### config.mk
export PLATFORM = sky130hd
export DESIGN_NAME = vdu_ste_slave_flat
export DESIGN_NICKNAME = d
export VERILOG_FILES = /design/src/rtl/vdu_ste_pkg.sv /design/src/rtl/vdu_ste_if.sv /design/src/rtl/vdu_ste_fifo.sv /design/src/rtl/vdu_ste_slave.sv /design/src/flat_wrapper.sv
export SDC_FILE = /design/constraint.sdc
export NUM_CORES = 1
export LEC_CHECK = 0
export CAP_MARGIN = 20
export CORE_MARGIN = 1
export CORE_UTILIZATION = 58
export DETAILED_ROUTE_END_ITERATION = 7
export MAX_ROUTING_LAYER = met4
export PLACE_DENSITY = 0.93
export SLEW_MARGIN = 5
export SYNTH_ARGS = -nofsm -noshare
export SYNTH_HDL_FRONTEND = slang
export SYNTH_SLANG_ARGS = --single-unit
export TNS_END_PERCENT = 20
### constraint.sdc
create_clock -name clk -period 4.26 [get_ports clk]
set_input_delay 0.852 -clock clk [delete_from_list [all_inputs] [get_ports clk]]
set_output_delay 0.852 -clock clk [all_outputs]
set_load 0.05 [all_outputs]
### src/rtl/vdu_ste_pkg.sv
// Shared constants, FSM state type and status-byte packing for the VDU STEbus slave.
`timescale 1ns/1ps
package vdu_ste_pkg;

    localparam logic [2:0] CM_IO         = 3'b100;
    localparam int         CM_RD_BIT     = 0;
    localparam logic [2:0] STATUS_OFFSET = 3'd7;

    localparam int STAT_EMPTY_BIT = 0;
    localparam int STAT_FULL_BIT  = 1;
    localparam int STAT_COUNT_LSB = 2;

    typedef enum logic [2:0] {
        ST_IDLE      = 3'd0,
        ST_DECODE    = 3'd1,
        ST_WAIT_ROOM = 3'd2,
        ST_ACTIVE    = 3'd3,
        ST_RELEASE   = 3'd4
    } state_t;

    function automatic logic [7:0] status_byte(input logic [2:0] cnt,
                                               input logic       full,
                                               input logic       empty);
        logic [7:0] s;
        s                         = 8'h00;
        s[STAT_COUNT_LSB +: 3]    = cnt;
        s[STAT_FULL_BIT]          = full;
        s[STAT_EMPTY_BIT]         = empty;
        return s;
    endfunction

endpackage

### src/rtl/vdu_ste_if.sv
// Bus-side and controller-side signal bundle of the VDU STEbus slave.
`timescale 1ns/1ps
interface vdu_ste_if;
    logic        adrstb_n;
    logic        datstb_n;
    logic [2:0]  cm;
    logic [11:0] addr;
    logic [7:0]  d_in;
    logic [7:0]  d_out;
    logic        d_oe;
    logic        cs;
    logic        wr_valid;
    logic [2:0]  wr_addr;
    logic [7:0]  wr_data;
    logic        wr_ready;
    logic [2:0]  rd_addr;
    logic [7:0]  rd_data;

    modport slave (
        input  adrstb_n, datstb_n, cm, addr, d_in, wr_ready, rd_data,
        output d_out, d_oe, cs, wr_valid, wr_addr, wr_data, rd_addr
    );

    modport master (
        output adrstb_n, datstb_n, cm, addr, d_in, wr_ready, rd_data,
        input  d_out, d_oe, cs, wr_valid, wr_addr, wr_data, rd_addr
    );
endinterface

### src/rtl/vdu_ste_fifo.sv
// Synchronous circular-buffer FIFO with push, pop and a flush that overrides both.
`timescale 1ns/1ps
module vdu_ste_fifo #(
    parameter int DEPTH = 4,
    parameter int WIDTH = 11,
    parameter int CW    = $clog2(DEPTH) + 1
) (
    input  logic             clk,
    input  logic             rst_n,
    input  logic             push,
    input  logic [WIDTH-1:0] push_data,
    input  logic             pop,
    input  logic             flush,
    output logic [WIDTH-1:0] head_data,
    output logic [CW-1:0]    count,
    output logic             full,
    output logic             empty
);

    localparam int PW = (DEPTH > 1) ? $clog2(DEPTH) : 1;

    logic [WIDTH-1:0] mem_r [DEPTH];
    logic [PW-1:0]    wr_ptr_r;
    logic [PW-1:0]    rd_ptr_r;
    logic [CW-1:0]    count_r;
    logic             push_ok_s;
    logic             pop_ok_s;

    assign full      = (count_r == CW'(DEPTH));
    assign empty     = (count_r == CW'(0));
    assign push_ok_s = push & ~full;
    assign pop_ok_s  = pop & ~empty;
    assign count     = count_r;
    assign head_data = mem_r[rd_ptr_r];

    // Storage, pointers and occupancy; pointers wrap naturally at a power-of-two depth.
    always_ff @(posedge clk or negedge rst_n) begin
        if (!rst_n) begin
            wr_ptr_r <= PW'(0);
            rd_ptr_r <= PW'(0);
            count_r  <= CW'(0);
            for (int i = 0; i < DEPTH; i++) begin
                mem_r[i] <= WIDTH'(0);
            end
        end else if (flush) begin
            wr_ptr_r <= PW'(0);
            rd_ptr_r <= PW'(0);
            count_r  <= CW'(0);
        end else begin
            if (push_ok_s) begin
                mem_r[wr_ptr_r] <= push_data;
                wr_ptr_r        <= wr_ptr_r + PW'(1);
            end
            if (pop_ok_s) begin
                rd_ptr_r <= rd_ptr_r + PW'(1);
            end
            case ({push_ok_s, pop_ok_s})
                2'b10:   count_r <= count_r + CW'(1);
                2'b01:   count_r <= count_r - CW'(1);
                default: count_r <= count_r;
            endcase
        end
    end

endmodule

### src/rtl/vdu_ste_slave.sv
// STEbus slave front end for the VDU card: I/O decode, write queue, register reads and cycle stretch.
`timescale 1ns/1ps
module vdu_ste_slave
    import vdu_ste_pkg::*;
#(
    parameter logic [11:0] BASE_ADDR  = 12'h0A0,
    parameter int          FIFO_DEPTH = 4
) (
    input logic     clk,
    input logic     rst_n,
    vdu_ste_if.slave bus
);

    localparam int CW = $clog2(FIFO_DEPTH) + 1;

    logic        adr_s1_r, adr_s2_r;
    logic        ds1_r, ds2_r, ds3_r;
    logic        fall_r;
    state_t      state_r;
    logic        cs_r;
    logic        d_oe_r;
    logic [7:0]  d_out_r;
    logic [2:0]  rd_addr_r;
    logic [2:0]  pend_off_r;
    logic [7:0]  pend_data_r;

    logic        hit_s;
    logic        is_rd_s;
    logic [2:0]  off_s;
    logic        push_s;
    logic        flush_s;
    logic        pop_s;
    logic [10:0] push_word_s;
    logic [10:0] head_s;
    logic [CW-1:0] count_s;
    logic        full_s;
    logic        empty_s;
    logic [7:0]  status_s;

    assign off_s    = bus.addr[2:0];
    assign is_rd_s  = bus.cm[CM_RD_BIT];
    assign hit_s    = ~adr_s2_r && (bus.cm[2:1] == CM_IO[2:1]) &&
                      (bus.addr[11:3] == BASE_ADDR[11:3]);
    assign pop_s    = ~empty_s & bus.wr_ready;
    assign status_s = status_byte(3'(count_s), full_s, empty_s);

    // Strobe synchronisers; the edge flop resets low so a strobe held low across reset is ignored.
    always_ff @(posedge clk or negedge rst_n) begin
        if (!rst_n) begin
            adr_s1_r <= 1'b0;
            adr_s2_r <= 1'b0;
            ds1_r    <= 1'b0;
            ds2_r    <= 1'b0;
            ds3_r    <= 1'b0;
            fall_r   <= 1'b0;
        end else begin
            adr_s1_r <= bus.adrstb_n;
            adr_s2_r <= adr_s1_r;
            ds1_r    <= bus.datstb_n;
            ds2_r    <= ds1_r;
            ds3_r    <= ds2_r;
            fall_r   <= ds3_r & ~ds2_r;
        end
    end

    // FIFO push/flush requests; a stalled write replays its captured offset and data.
    always_comb begin
        push_s      = 1'b0;
        flush_s     = 1'b0;
        push_word_s = {pend_off_r, pend_data_r};
        case (state_r)
            ST_DECODE: begin
                if (hit_s && !is_rd_s) begin
                    if (off_s == STATUS_OFFSET) begin
                        flush_s = 1'b1;
                    end else begin
                        push_s      = ~full_s;
                        push_word_s = {off_s, bus.d_in};
                    end
                end else begin
                    push_s = 1'b0;
                end
            end
            ST_WAIT_ROOM: push_s = ~full_s;
            default:      push_s = 1'b0;
        endcase
    end

    vdu_ste_fifo #(
        .DEPTH (FIFO_DEPTH),
        .WIDTH (11),
        .CW    (CW)
    ) u_fifo (
        .clk       (clk),
        .rst_n     (rst_n),
        .push      (push_s),
        .push_data (push_word_s),
        .pop       (pop_s),
        .flush     (flush_s),
        .head_data (head_s),
        .count     (count_s),
        .full      (full_s),
        .empty     (empty_s)
    );

    // Bus-cycle FSM with registered cs, d_oe, d_out and read offset.
    always_ff @(posedge clk or negedge rst_n) begin
        if (!rst_n) begin
            state_r     <= ST_IDLE;
            cs_r        <= 1'b1;
            d_oe_r      <= 1'b0;
            d_out_r     <= 8'h00;
            rd_addr_r   <= 3'd0;
            pend_off_r  <= 3'd0;
            pend_data_r <= 8'h00;
        end else begin
            case (state_r)
                ST_IDLE: begin
                    cs_r   <= 1'b1;
                    d_oe_r <= 1'b0;
                    if (fall_r) state_r <= ST_DECODE;
                end
                ST_DECODE: begin
                    pend_off_r  <= off_s;
                    pend_data_r <= bus.d_in;
                    if (!hit_s) begin
                        state_r <= ST_RELEASE;
                    end else if (is_rd_s) begin
                        if (off_s == STATUS_OFFSET) begin
                            d_out_r <= status_s;
                        end else begin
                            d_out_r   <= bus.rd_data;
                            rd_addr_r <= off_s;
                        end
                        cs_r    <= 1'b0;
                        d_oe_r  <= 1'b1;
                        state_r <= ST_ACTIVE;
                    end else if ((off_s == STATUS_OFFSET) || !full_s) begin
                        cs_r    <= 1'b0;
                        state_r <= ST_ACTIVE;
                    end else begin
                        state_r <= ST_WAIT_ROOM;
                    end
                end
                ST_WAIT_ROOM: begin
                    if (!full_s) begin
                        cs_r    <= 1'b0;
                        state_r <= ST_ACTIVE;
                    end
                end
                ST_ACTIVE: begin
                    if (ds2_r) begin
                        cs_r    <= 1'b1;
                        d_oe_r  <= 1'b0;
                        state_r <= ST_IDLE;
                    end
                end
                ST_RELEASE: begin
                    if (ds2_r) state_r <= ST_IDLE;
                end
                default: begin
                    cs_r    <= 1'b1;
                    d_oe_r  <= 1'b0;
                    state_r <= ST_IDLE;
                end
            endcase
        end
    end

    // The controller sees the live offset while decoding so rd_data is ready in the same cycle.
    assign bus.rd_addr  = (state_r == ST_DECODE) ? off_s : rd_addr_r;
    assign bus.cs       = cs_r;
    assign bus.d_oe     = d_oe_r;
    assign bus.d_out    = d_out_r;
    assign bus.wr_valid = ~empty_s;
    assign bus.wr_addr  = head_s[10:8];
    assign bus.wr_data  = head_s[7:0];

endmodule

### src/flat_wrapper.sv
// flat-port wrapper written by rule: the top's interface ports become plain ports
module vdu_ste_slave_flat import vdu_ste_pkg::*;
#(
    parameter logic [11:0] BASE_ADDR  = 12'h0A0,
    parameter int          FIFO_DEPTH = 4
)
  (clk, rst_n, bus_adrstb_n, bus_datstb_n, bus_cm, bus_addr, bus_d_in, bus_wr_ready, bus_rd_data, bus_d_out, bus_d_oe, bus_cs, bus_wr_valid, bus_wr_addr, bus_wr_data, bus_rd_addr);
  vdu_ste_if bus_i ();
  input logic clk;
  input logic rst_n;
  input wire logic [$bits(bus_i.adrstb_n)-1:0] bus_adrstb_n;
  input wire logic [$bits(bus_i.datstb_n)-1:0] bus_datstb_n;
  input wire logic [$bits(bus_i.cm)-1:0] bus_cm;
  input wire logic [$bits(bus_i.addr)-1:0] bus_addr;
  input wire logic [$bits(bus_i.d_in)-1:0] bus_d_in;
  input wire logic [$bits(bus_i.wr_ready)-1:0] bus_wr_ready;
  input wire logic [$bits(bus_i.rd_data)-1:0] bus_rd_data;
  output wire logic [$bits(bus_i.d_out)-1:0] bus_d_out;
  output wire logic [$bits(bus_i.d_oe)-1:0] bus_d_oe;
  output wire logic [$bits(bus_i.cs)-1:0] bus_cs;
  output wire logic [$bits(bus_i.wr_valid)-1:0] bus_wr_valid;
  output wire logic [$bits(bus_i.wr_addr)-1:0] bus_wr_addr;
  output wire logic [$bits(bus_i.wr_data)-1:0] bus_wr_data;
  output wire logic [$bits(bus_i.rd_addr)-1:0] bus_rd_addr;
  assign bus_i.adrstb_n = bus_adrstb_n;
  assign bus_i.datstb_n = bus_datstb_n;
  assign bus_i.cm = bus_cm;
  assign bus_i.addr = bus_addr;
  assign bus_i.d_in = bus_d_in;
  assign bus_i.wr_ready = bus_wr_ready;
  assign bus_i.rd_data = bus_rd_data;
  assign bus_d_out = bus_i.d_out;
  assign bus_d_oe = bus_i.d_oe;
  assign bus_cs = bus_i.cs;
  assign bus_wr_valid = bus_i.wr_valid;
  assign bus_wr_addr = bus_i.wr_addr;
  assign bus_wr_data = bus_i.wr_data;
  assign bus_rd_addr = bus_i.rd_addr;
  vdu_ste_slave #(.BASE_ADDR(BASE_ADDR), .FIFO_DEPTH(FIFO_DEPTH)) u_core (.clk(clk), .rst_n(rst_n), .bus(bus_i));
endmodule
==> summary.txt, run 1 <==
First-pass GRT wire length = 14600 µm
Most frequent cells in the layout = dfrtp_1 (83), nand2_1 (63), clkdlybuf4s50_1 (59), mux2_1 (32), mux2_2 (22)
Ports = 61
GRT Overall Usage = 0.277
Leakage = 2.30 nW
CP cell instances = or3b_1 > nand2_1 > nand2_1 > clkdlybuf4s50_1
CP top delay family = simple AND/OR/NAND/NOR gates
Synth cell types = 46
RSZ-0062 raised after global routing = false
Compound-cell area share of the yosys netlist = 0.0524
Finished layout cell area = 0.00493 mm²
# clock sinks = 84
Layout cells sized above 1 = 0.166
Crit start category = register
Row cnt = 30
Final setup vio count = 0
Layout Nets = 429
Post-synthesis simple-gate area fraction = 0.137
Worst Path Required = 3410 ps
Multiplexer area fraction after synthesis = 0.231
Setup bufs post-CTS = 0
Reg-to-reg startpoint = u_core.state_r[2]
XOR/XNOR share of the synthesized area = 0.0109
Max VDD drop = 0.282 mV
Post-synthesis sequential area ratio = 0.522
Tmin final = 3600 ps
Ys async rst share = 1.00
Hold Crit Depth = 0
DRC viols = 0
# diodes = 0
Syn Nets = 370
Slew Viols, Final = 0
Prevailing post-synth register cell = dfrtp_1
Crit path capture type = output pin
CTS Buffer Depth = 2
DP HPWL = 5820 µm
Outcome = finished, final reports clean
Flop-to-flop setup slack = 910 ps
Worst Tran Pin Value = 900 ps
Worst Reg2Reg Path Length in Cells = 11
Arrival @ worst endpoint = 2750 ps
Port buffer count = 60
Syn Inst Count = 328
Clock root cell = clkbuf_8
Critical R2R Capture = u_core.u_fifo.count[2]
FILL cells = 421
Setup TNS = 0 ps
Vias per std cell = 5.90
Yosys warns = 0
Fmax = 278 MHz
Relative slew slack = 0.400
Syn avg cell area = 12.3 µm²
Power, Total = 2.67 mW
DR vias = 2787
Largest net degree at the start of global routing = 85
H-tree Lvls = 3
Combinational family with the most area after synthesis = multiplexers
Max Cap Viol = 0
WP buf/inv = 1
Die Area = 0.00729 mm²
Total grt overflow = 0
Number of flops mapped to enable cells by yosys = 0
Placed standard-cell area = 0.00466 mm²
Worst Skew = 8.30 ps
Post-Syn Area = 0.00403 mm²
Hold Path End = u_core.ds2_r
Average routed wire per standard cell = 18.1 µm
Commonest non-fill, non-tap cell in the layout = dfrtp_1
Worst min-delay path startpoint = u_core.ds1_r
Critical path class = reg -> out
Max incr delay on CP = 810 ps
Drt first pass iters = 4
Clock Latency Late Sink = 360 ps
Critical path fanouts, max = 18
Slowest CP cell = clkdlybuf4s50_1
Initial antenna violation count = 0
Detail Route Antenna Nets = 0
Synth-to-Final Area Change = 22.2%
Total Wirelength = 8550 µm
DR iter-0 viols = 125
CTS Hold Buffers Added = 0
Die Ht = 85.4 µm
CTS tree = done
Num CTS Buffers = 9
RePlAce Congestion = 0.832
PD cells = 542 mW/mm²
Most used cell, CP = nand2_1
Post-synthesis adder-cell area fraction = 0.0205
Die W = 85.4 µm
Resized cells post-CTS = 0
Hold WC Path Type = reg -> reg
Clock edge transition at the registers on the reported setup and hold paths = 80 ps
Vias in the first global route = 2960
Period utilization = 0.846
#FFs+latches synth = 84
Core region area = 0.00676 mm²
Hold Fails Final Rpt = 0
Initial Utilization = 0.597
==> flip-flops by register name, summed over array words and instances, names as in the netlist, 2 cells and up <==
register,count
u_core.pend_data_r,8
u_core.state_r,3
u_core.bus.d_out,8
u_core.pend_off_r,3
u_core.u_fifo.rd_ptr_r,2
u_core.u_fifo.mem_r,44
u_core.u_fifo.count,3
u_core.rd_addr_r,3
u_core.u_fifo.wr_ptr_r,2
==> worst register-to-register path, delay by kind of cell (launching register included) <==
| family | cells | cell delay (ps) |
|---|---|---|
| adders and majority gates | 2 | 690 |
| and+or+nand+nor | 5 | 1380 |
| DFF | 1 | 540 |
| AOI/OAI and AO/OA | 1 | 140 |
| buffers and inverters | 1 | 200 |
| xor gates and xnor gates | 2 | 270 |
==> worst max-delay path by stage <==
stage	startpoint	endpoint	cells past startpoint
final	u_core.state_r[2]	bus_rd_addr[0]	4
after CTS	u_core.state_r[2]	bus_rd_addr[0]	4
after detailed placement	bus_addr[0]	u_core.u_fifo.count[2]	12
after floorplan	bus_addr[9]	u_core.u_fifo.count[2]	10
after global routing	u_core.state_r[2]	bus_rd_addr[0]	4
after global placement	bus_addr[0]	u_core.u_fifo.count[2]	12
==> kinds of logic after synthesis <==
logic type / count (synthesis)
buffers and inverters: 20
AOI/OAI and AO/OA: 34
muxes: 72
adders and majority gates: 6
xor gates and xnor gates: 5
DFF: 84
and+or+nand+nor: 107
==> power by group <==
part	switching (mW)	leakage, nW	internal (mW)
sequential	0.185	1.10	0.935
combinational	0.496	1.08	0.380
clock	0.283	0.120	0.391
==> cells in the mapped netlist (3+ instances only) <==
library cell	count	area, µm²
mux4_2	11	248
xnor2_1	3	26.3
mux2_2	22	248
o21ai_0	10	50.1
mux2_1	32	360
ha_1	5	62.6
nor3_1	3	15.0
mux2i_1	6	60.1
buf_6	4	45.0
clkbuf_1	8	30.0
nor2_4	4	45.0
nor2_1	14	52.6
a21oi_1	12	60.1
dfrtp_1	83	2080
nand3_1	3	15.0
inv_1	4	15.0
nand2_1	63	236
o22a_1	3	26.3
==> routing by layer <==
| metal | vias to the layer above | track usage | share of wire |
|---|---|---|---|
| met5 | - | - | 0 |
| met4 | 0 | 0.145 | 0.036 |
| met3 | 26 | 0.0379 | 0.038 |
| met2 | 82 | 0.450 | 0.49 |
| met1 | 1413 | 0.340 | 0.43 |
| li1 | 1266 | - | - |
==> through the flow <==
step           cells  setup WS (ps)  hold slack, ps   util
5_1_grt          472            512             374  0.729
4_1_cts          471            655             359  0.725
3_3_place_gp     455            811             334  0.689
2_1_floorplan    328           1560             331      -
3_5_place_dp     455            711             339  0.689
6_report         472            657             359  0.729
==> area by class of cell <==
| class | count | area [µm²] | area share |
|---|---|---|---|
| sequential | 84 | 2100 | 0.427 |
| clock buffer | 10 | 128 | 0.0259 |
| tap | 80 | 100 | 0.0203 |
| inverter | 4 | 15.0 | 0.00305 |
| clock inverter | 6 | 113 | 0.0229 |
| multi-input combinational | 224 | 1820 | 0.369 |
| timing repair buffer | 64 | 648 | 0.132 |
Power figures use the tool's default switching activity.
==> run 2: changes to the inputs <==
--- a/config.mk
+++ b/config.mk
@@ -7,10 +7,10 @@
 export LEC_CHECK = 0
 export CAP_MARGIN = 20
 export CORE_MARGIN = 1
-export CORE_UTILIZATION = 58
+export CORE_UTILIZATION = 54
 export DETAILED_ROUTE_END_ITERATION = 7
 export MAX_ROUTING_LAYER = met4
-export PLACE_DENSITY = 0.93
+export PLACE_DENSITY = 0.88
 export SLEW_MARGIN = 5
 export SYNTH_ARGS = -nofsm -noshare
 export SYNTH_HDL_FRONTEND = slang
==> constraint.sdc (replaced) <==
create_clock -name clk -period 3.5 [get_ports clk]
set_input_delay 0.7 -clock clk [delete_from_list [all_inputs] [get_ports clk]]
set_output_delay 0.7 -clock clk [all_outputs]
set_load 0.05 [all_outputs]
==> run 2 against run 1 <==
First-iteration DRC count increased by 87%. Combinational power rose by 30%. Wire length is 0.28% lower. Clock power down 3.1%. Count of clock-buffer cells in the layout unchanged. Largest power group unchanged. Power increased by 17%. Largest cell class unchanged. Register-to-register slack got worse by 240 ps. Flip-flop and latch count unchanged. Sequential share of layout area shrank 0.41 points. Utilization down 4.3 points. Clock skew grew 4.6 ps. Highest routed layer unchanged.
==> summary.txt, run 2 (same netlist as run 1, synthesis figures left out) <==
Outcome = finished, final reports clean
CTS tree = done
Critical R2R Capture = u_core.u_fifo.count[2]
Worst Path Required = 2800 ps
Port buffer count = 60
Relative slew slack = 0.509
Drt first pass iters = 4
Critical path fanouts, max = 7
Max VDD drop = 0.307 mV
GRT Overall Usage = 0.245
Hold WC Path Type = in -> async
# clock sinks = 84
Clock root cell = clkbuf_8
Die W = 88.4 µm
Layout Nets = 434
Period utilization = 0.884
Average routed wire per standard cell = 17.2 µm
RSZ-0062 raised after global routing = false
Die Area = 0.00782 mm²
Hold Fails Final Rpt = 0
CTS Hold Buffers Added = 0
Largest reg by FF count = u_core.u_fifo.mem_r
Vias per std cell = 5.52
Setup bufs post-CTS = 0
Reg-to-reg startpoint = u_core.state_r[2]
Initial Utilization = 0.556
Largest register FFs = 44
Final setup vio count = 0
H-tree Lvls = 3
Die Ht = 88.4 µm
Ports = 61
First-pass GRT wire length = 13600 µm
DP HPWL = 5950 µm
Total Wirelength = 8530 µm
Largest net degree at the start of global routing = 85
Clock Latency Late Sink = 360 ps
CTS Buffer Depth = 2
Tmin final = 3090 ps
Total grt overflow = 0
DRC viols = 0
FILL cells = 513
Clock edge transition at the registers on the reported setup and hold paths = 90 ps
RePlAce Congestion = 0.768
Detail Route Antenna Nets = 0
Arrival @ worst endpoint = 2390 ps
PD cells = 627 mW/mm²
Crit path capture type = output pin
Resized cells post-CTS = 0
# diodes = 0
Crit start category = register
Synth-to-Final Area Change = 23.3%
Fmax = 323 MHz
Slew Viols, Final = 0
Layout cells sized above 1 = 0.186
DR iter-0 viols = 234
Leakage = 2.31 nW
Worst Reg2Reg Path Length in Cells = 10
Core region area = 0.00725 mm²
Row cnt = 31
Worst Skew = 12.9 ps
Worst Tran Pin Value = 734 ps
Power, Total = 3.12 mW
Setup TNS = 0 ps
Max Cap Viol = 0
Critical path class = reg -> out
Initial antenna violation count = 0
Flop-to-flop setup slack = 670 ps
Most frequent cells in the layout = dfrtp_1 (83), nand2_1 (63), clkdlybuf4s50_1 (56), mux2_1 (32), mux2_2 (22)
DR vias = 2738
Vias in the first global route = 2782
Commonest non-fill, non-tap cell in the layout = dfrtp_1
Num CTS Buffers = 9
-- run 2: cell types whose count changed in the layout (fill, tap and decap cells not counted), sizes merged --
cell,delta
buf,+8
bufinv,-3
clkinvlp,+1
clkinv,-1
clkdlybuf4s50,-3
inv,+3
-- run 2: layout make-up --
class / instances / area [µm²] / share of cell area
Multi-Input combinational cell: 224 / 1820 / 0.366
Clock buffer: 10 / 138 / 0.0277
Inverter: 4 / 15.0 / 0.00302
Tap cell: 99 / 124 / 0.0249
Timing Repair Buffer: 69 / 728 / 0.146
Clock inverter: 6 / 46.3 / 0.00931
Sequential cell: 84 / 2100 / 0.423
-- run 2: how the worst max path moves through the flow --
| stage | start | end | cells past startpoint |
|---|---|---|---|
| 6_report | u_core.u_fifo.rd_ptr_r[0] | bus_wr_addr[0] | 3 |
| 3_5_place_dp | bus_addr[7] | u_core.u_fifo.count[2] | 11 |
| 5_1_grt | u_core.u_fifo.rd_ptr_r[0] | bus_wr_data[6] | 3 |
| 3_3_place_gp | bus_addr[7] | u_core.u_fifo.count[2] | 11 |
| 2_1_floorplan | u_core.state_r[2] | u_core.u_fifo.count[2] | 11 |
| 4_1_cts | u_core.u_fifo.rd_ptr_r[0] | bus_wr_addr[0] | 3 |
-- run 2: critical path: stages, from the launching register on --
cell and delay, ps:
dfrtp_1 610, buf_12 200, mux4_2 520, clkdlybuf4s50_1 720
-- run 2: stage by stage --
| stage | instances | setup slack (ps) | hold slack [ps] | instance area, µm² | utilization |
|---|---|---|---|---|---|
| global placement | 479 | 368 | 336 | 4760 | 0.657 |
| finish | 496 | 406 | 164 | 4970 | 0.686 |
| CTS | 495 | 365 | 356 | 4950 | 0.682 |
| floorplan | 328 | 924 | 331 | 4030 | - |
| detailed placement | 479 | 273 | 336 | 4760 | 0.657 |
| global route | 496 | 298 | 168 | 4970 | 0.686 |
-- run 2: power breakdown --
part | internal, mW | switching [mW] | leakage, nW
clock | 0.285 | 0.368 | 0.0950
sequential | 1.14 | 0.190 | 1.10
combinational | 0.508 | 0.628 | 1.12
-- run 2: routing by layer --
layer	wire (µm)	track usage	up-vias
li1	-	-	1288
met1	3630	0.301	1380
met2	4470	0.408	59
met3	309	0.0345	11
met4	121	0.104	0
met5	0	-	-
==> run 3: changes to the inputs <==
--- a/config.mk
+++ b/config.mk
@@ -8,6 +8,7 @@
 export CAP_MARGIN = 20
 export CORE_MARGIN = 1
 export CORE_UTILIZATION = 54
+export CTS_CLUSTER_SIZE = 24
 export DETAILED_ROUTE_END_ITERATION = 7
 export MAX_ROUTING_LAYER = met4
 export PLACE_DENSITY = 0.88
==> results of run 3 <==
Final layout, timing and power as in run 2 (identical DEF).
